--- src/rtl/gray_pkg.sv ---
// Gray-code helpers and the overflow-mode type used by the gray counter.
package gray_pkg;

  localparam int MAX_WID = 32;

  typedef enum logic {
    MODE_SAT  = 1'b0,
    MODE_WRAP = 1'b1
  } count_mode_e;

  // Callers zero-extend narrower values to MAX_WID and truncate the result.
  // Zero upper bits leave the low bits' encoding unchanged in both directions.
  function automatic logic [MAX_WID-1:0] bin2gray(input logic [MAX_WID-1:0] bin);
    return bin ^ (bin >> 1);
  endfunction

  function automatic logic [MAX_WID-1:0] gray2bin(input logic [MAX_WID-1:0] gray);
    logic [MAX_WID-1:0] bin;
    bin = '0;
    bin[MAX_WID-1] = gray[MAX_WID-1];
    for (int i = MAX_WID-2; i >= 0; i--) begin
      bin[i] = bin[i+1] ^ gray[i];
    end
    return bin;
  endfunction

endpackage

--- src/rtl/gray_counter_gray2bin.sv ---
// Gray-to-binary converter for the counter's load path.
// Each binary bit is the XOR of all Gray bits at or above it.
module gray2bin #(
  parameter int WID = 4
) (
  input  logic [WID-1:0] gray_i,
  output logic [WID-1:0] bin_o
);

  logic acc;

  always_comb begin
    bin_o = '0;
    acc   = gray_i[WID-1];
    bin_o[WID-1] = acc;
    for (int i = WID-2; i >= 0; i--) begin
      acc      = acc ^ gray_i[i];
      bin_o[i] = acc;
    end
  end

endmodule

--- src/rtl/gray_counter.sv ---
// Up/down binary counter with a registered Gray-code view, Gray-coded load,
// terminal-count flag and a one-cycle overflow pulse in wrap or saturate mode.
module gray_counter
  import gray_pkg::*;
#(
  parameter int WID  = 4,
  parameter int WRAP = 1
) (
  input  logic           clk,
  input  logic           reset,
  input  logic           en_i,
  input  logic           up_i,
  input  logic           load_i,
  input  logic [WID-1:0] load_gray_i,
  output logic [WID-1:0] bin_o,
  output logic [WID-1:0] gray_o,
  output logic           tc_o,
  output logic           ovf_o
);

  localparam count_mode_e MODE = (WRAP != 0) ? MODE_WRAP : MODE_SAT;

  logic [WID-1:0] cnt_q, cnt_d;
  logic [WID-1:0] gray_q, gray_d;
  logic           ovf_q, ovf_d;
  logic [WID-1:0] loadBin;
  logic           atTerminal;

  gray2bin #(.WID(WID)) u_gray2bin (
    .gray_i (load_gray_i),
    .bin_o  (loadBin)
  );

  assign atTerminal = up_i ? (cnt_q == '1) : (cnt_q == '0);

  // Gray output is encoded from the same next state as the binary register,
  // so the two views can never disagree by a cycle.
  always_comb begin
    cnt_d = cnt_q;
    ovf_d = 1'b0;
    if (load_i) begin
      cnt_d = loadBin;
    end else if (en_i) begin
      ovf_d = atTerminal;
      if (!(atTerminal && MODE == MODE_SAT)) begin
        cnt_d = up_i ? (cnt_q + WID'(1)) : (cnt_q - WID'(1));
      end
    end
    gray_d = WID'(bin2gray(MAX_WID'(cnt_d)));
  end

  always_ff @(posedge clk) begin
    if (reset) begin
      cnt_q  <= '0;
      gray_q <= '0;
      ovf_q  <= 1'b0;
    end else begin
      cnt_q  <= cnt_d;
      gray_q <= gray_d;
      ovf_q  <= ovf_d;
    end
  end

  assign bin_o  = cnt_q;
  assign gray_o = gray_q;
  assign tc_o   = atTerminal;
  assign ovf_o  = ovf_q;

endmodule

--- config.mk ---
export PLATFORM = sky130hd
export DESIGN_NAME = gray_counter
export DESIGN_NICKNAME = d
export VERILOG_FILES = /design/src/rtl/gray_pkg.sv /design/src/rtl/gray_counter_gray2bin.sv /design/src/rtl/gray_counter.sv
export SDC_FILE = /design/constraint.sdc
export NUM_CORES = 1
export LEC_CHECK = 0
export ABC_AREA = 1
export CORE_AREA = 3 3 40 42
export CTS_CLUSTER_SIZE = 14
export DETAILED_ROUTE_END_ITERATION = 12
export DIE_AREA = 0 0 43 45
export DONT_BUFFER_PORTS = 1
export REMOVE_ABC_BUFFERS = 1
export SYNTH_ARGS = -nofsm -noshare
export SYNTH_HDL_FRONTEND = slang
export SYNTH_HIERARCHICAL = 1
export SYNTH_SLANG_ARGS = --single-unit
--- constraint.sdc ---
create_clock -name clk -period 3.6 [get_ports clk]
set_clock_uncertainty 0.15 [all_clocks]
set_input_delay 0 -clock clk [delete_from_list [all_inputs] [get_ports clk]]
set_output_delay 0 -clock clk [all_outputs]
set_load 0.03 [all_outputs]
==> metrics.cfg <==
[place]
portBuffers=0
pre_cts_ws_ns=1.686
hpwl_um=952.4
place_congestion=0.8023
dp.cells=99
placed_area_sq_um=573.1

[run]
drv_cap=0

[logic_synthesis]
ys_seq_area_frac=0.2777
ys_ff_latch=8
synth_top_area_frac=0.2777
synthCells=87
ys.warnings.count=6
synthTopCellsByArea=dfxtp_1 28%, nand2_1 18%, nand3_1 6.9%
synth_area_sq_um=576.8
synth_cell_types=22
postSynthAreaPerCell_sq_um=6.630
synth_top_area_cell=dfxtp_1

[grt]
grt_max_degree=8
antenna_found_initial=0
grt_util_all_layers=0.1437
grt_pass1_vias=558
grt_pass1_wl_um=2104
grt.overflow.total=0

[route]
first_iter_violations=7
drc_errors=0
wl_per_cell_um=11.21
vias=572
wirelength_um=1255
dr.pass1.iters=4
vias_per_cell=5.107
postRouteAntennaNets=0

[final_layout]
fin_cells=112
nets=111
utilization=0.5414
diodes=0
drive_gt1_frac=0.1546
area_delta_synth_final_pct=20.61
final_area_sq_um=695.7

[pwr]
seq_power_share=0.485
switchingPower_mw=0.09598
powerDensity_mw_per_mm2=380.2
power.total_mw=0.2645
max-vdd-ir-drop_mv=0.3347
p_leak_nw=0.3530
p_clk_frac=0.243
switching_share=0.3629
p_int_mw=0.1685
p_comb_frac=0.272

[critical_path]
start_kind=register
criticalPathCategory=reg -> reg
critPathRequiredTime_ns=3.64
crit_path_max_fanout=5
r2r_start=bin_o[2]
r2r_slack_ns=1.16
rr_worst_depth=8
r2r-end=gray_o[2]
cp.arrival_ns=2.48
end_kind=register

[timing]
layout_setup_ws_ns=1.161
setup_viol_count_final=0
maxSlewHeadroom=0.5300
fmax_mhz=410.0
fin_crit_sh=0.6776
hold_slack_ns=0.01132
slew_viol_final=0
finalSetupTns_ns=0
hold_viol_final=0
tightest_slew_ns=0.7040
rsz0062_at_grt=false
finalCriticalPeriod_ns=2.439

[clock_tree]
clock-sinks=8
cts_root_buffer=clkbuf_4
clk_latency_ns=0.25
htree_num_levels=1
cts_tree=yes
path_clk_slew_ns=0.05
cts_buffer_depth=2
cts_buffers=3

[hold_path]
min-delay-start=en_i
hp-class=in -> reg
holdPathStages=4
hold_end=gray_o[0]

[floorplanning]
dieArea_sq_mm=0.001935
coreArea_sq_mm=0.001285
chipWidth_um=43
fp-row-count=13
pin_count=19
die_height_um=45
start_util=0.4489

[status]
status=completed

==> flip-flops by register name, summed over array words and instances, names as in the netlist <==
signal,count
bin_o,4
gray_o,3
ovf_o,1
==> worst max-delay path by stage <==
stage	endpoint	cells past startpoint	from	slack, ns
3_3_place_gp	gray_o[0]	7	bin_o[0]	1.70
6_report	gray_o[2]	8	bin_o[2]	1.16
4_1_cts	gray_o[2]	8	bin_o[2]	1.19
3_5_place_dp	gray_o[0]	7	bin_o[0]	1.69
5_1_grt	gray_o[2]	8	bin_o[2]	1.05
2_1_floorplan	gray_o[0]	7	bin_o[0]	1.89
==> per-layer routing <==
| layer | vias to the layer above | routed length [um] | track usage |
|---|---|---|---|
| met5 | - | 0 | 0 |
| met4 | 0 | 0 | 0.04217 |
| met3 | 0 | 93 | 0.05578 |
| met2 | 22 | 626 | 0.2515 |
| met1 | 254 | 535 | 0.1630 |
| li1 | 296 | - | - |
==> repair_timing <==
| item | 4_1_cts | 5_1_grt |
|---|---|---|
| setup buffers | 0 | 0 |
| hold buffers | 10 | 0 |
| resized for setup | 0 | 0 |
| hold endpoints to repair | 8 | 0 |
==> critical path, cell delays in order (launching register included) <==
cell and delay [ns]:
dfxtp_1 0.60, a21oi_2 0.10, dlygate4sd3_1 0.59, o21ai_2 0.07, dlygate4sd3_1 0.59, nand2_2 0.08, nor2_2 0.09, nand2_1 0.06
nand2_1 0.05
==> placed cells by master (no fill, tap or decap) <==
cell type	count
a21oi_2	1
o21ai_2	2
or2_2	1
dfxtp_1	8
a21oi_1	3
o21ai_1	2
nand3_1	8
clkbuf_4	3
nor3_1	1
inv_2	2
fa_1	1
nand3_2	3
inv_1	9
nor2_1	5
xnor2_1	1
nand4_1	1
nand2_1	28
ha_1	2
nand2_2	1
dlygate4sd3_1	10
nor2_2	2
o21ai_0	1
or2_1	2
==> cells in the mapped netlist, drive strengths merged <==
master   n
a21oi    4
buf      3
dfxtp    8
fa       1
ha       2
inv     11
nand2   29
nand3   11
nand4    1
nor2     7
nor3     1
o21ai    5
or2      3
xnor2    1
==> power groups by stage <==
stage | sequential (mW) | combinational (mW) | clock, mW
after floorplan | 0.127 | 0.0498 | 0
after global placement | 0.130 | 0.0574 | 0
after detailed placement | 0.131 | 0.0583 | 0
after CTS | 0.129 | 0.0721 | 0.0666
after global routing | 0.130 | 0.0823 | 0.0704
final | 0.128 | 0.0720 | 0.0642
==> kinds of logic after synthesis <==
| logic type | Yosys count | synth area share |
|---|---|---|
| buffers and inverters | 14 | 0.1106 |
| and+or+nand+nor | 52 | 0.4208 |
| DFF | 8 | 0.2777 |
| adders and majority gates | 3 | 0.07809 |
| xor gates and xnor gates | 1 | 0.01519 |
| AOI/OAI and AO/OA | 9 | 0.09761 |
==> cell type report <==
| class | count | area, sq um |
|---|---|---|
| Fill cell | 132 | 589.3 |
| Sequential cell | 8 | 160.2 |
| Clock buffer | 3 | 22.52 |
| Multi-Input combinational cell | 65 | 352.8 |
| Inverter | 11 | 41.29 |
| Timing Repair Buffer | 10 | 100.1 |
| Tap cell | 15 | 18.77 |
Power figures use the tool's default switching activity.
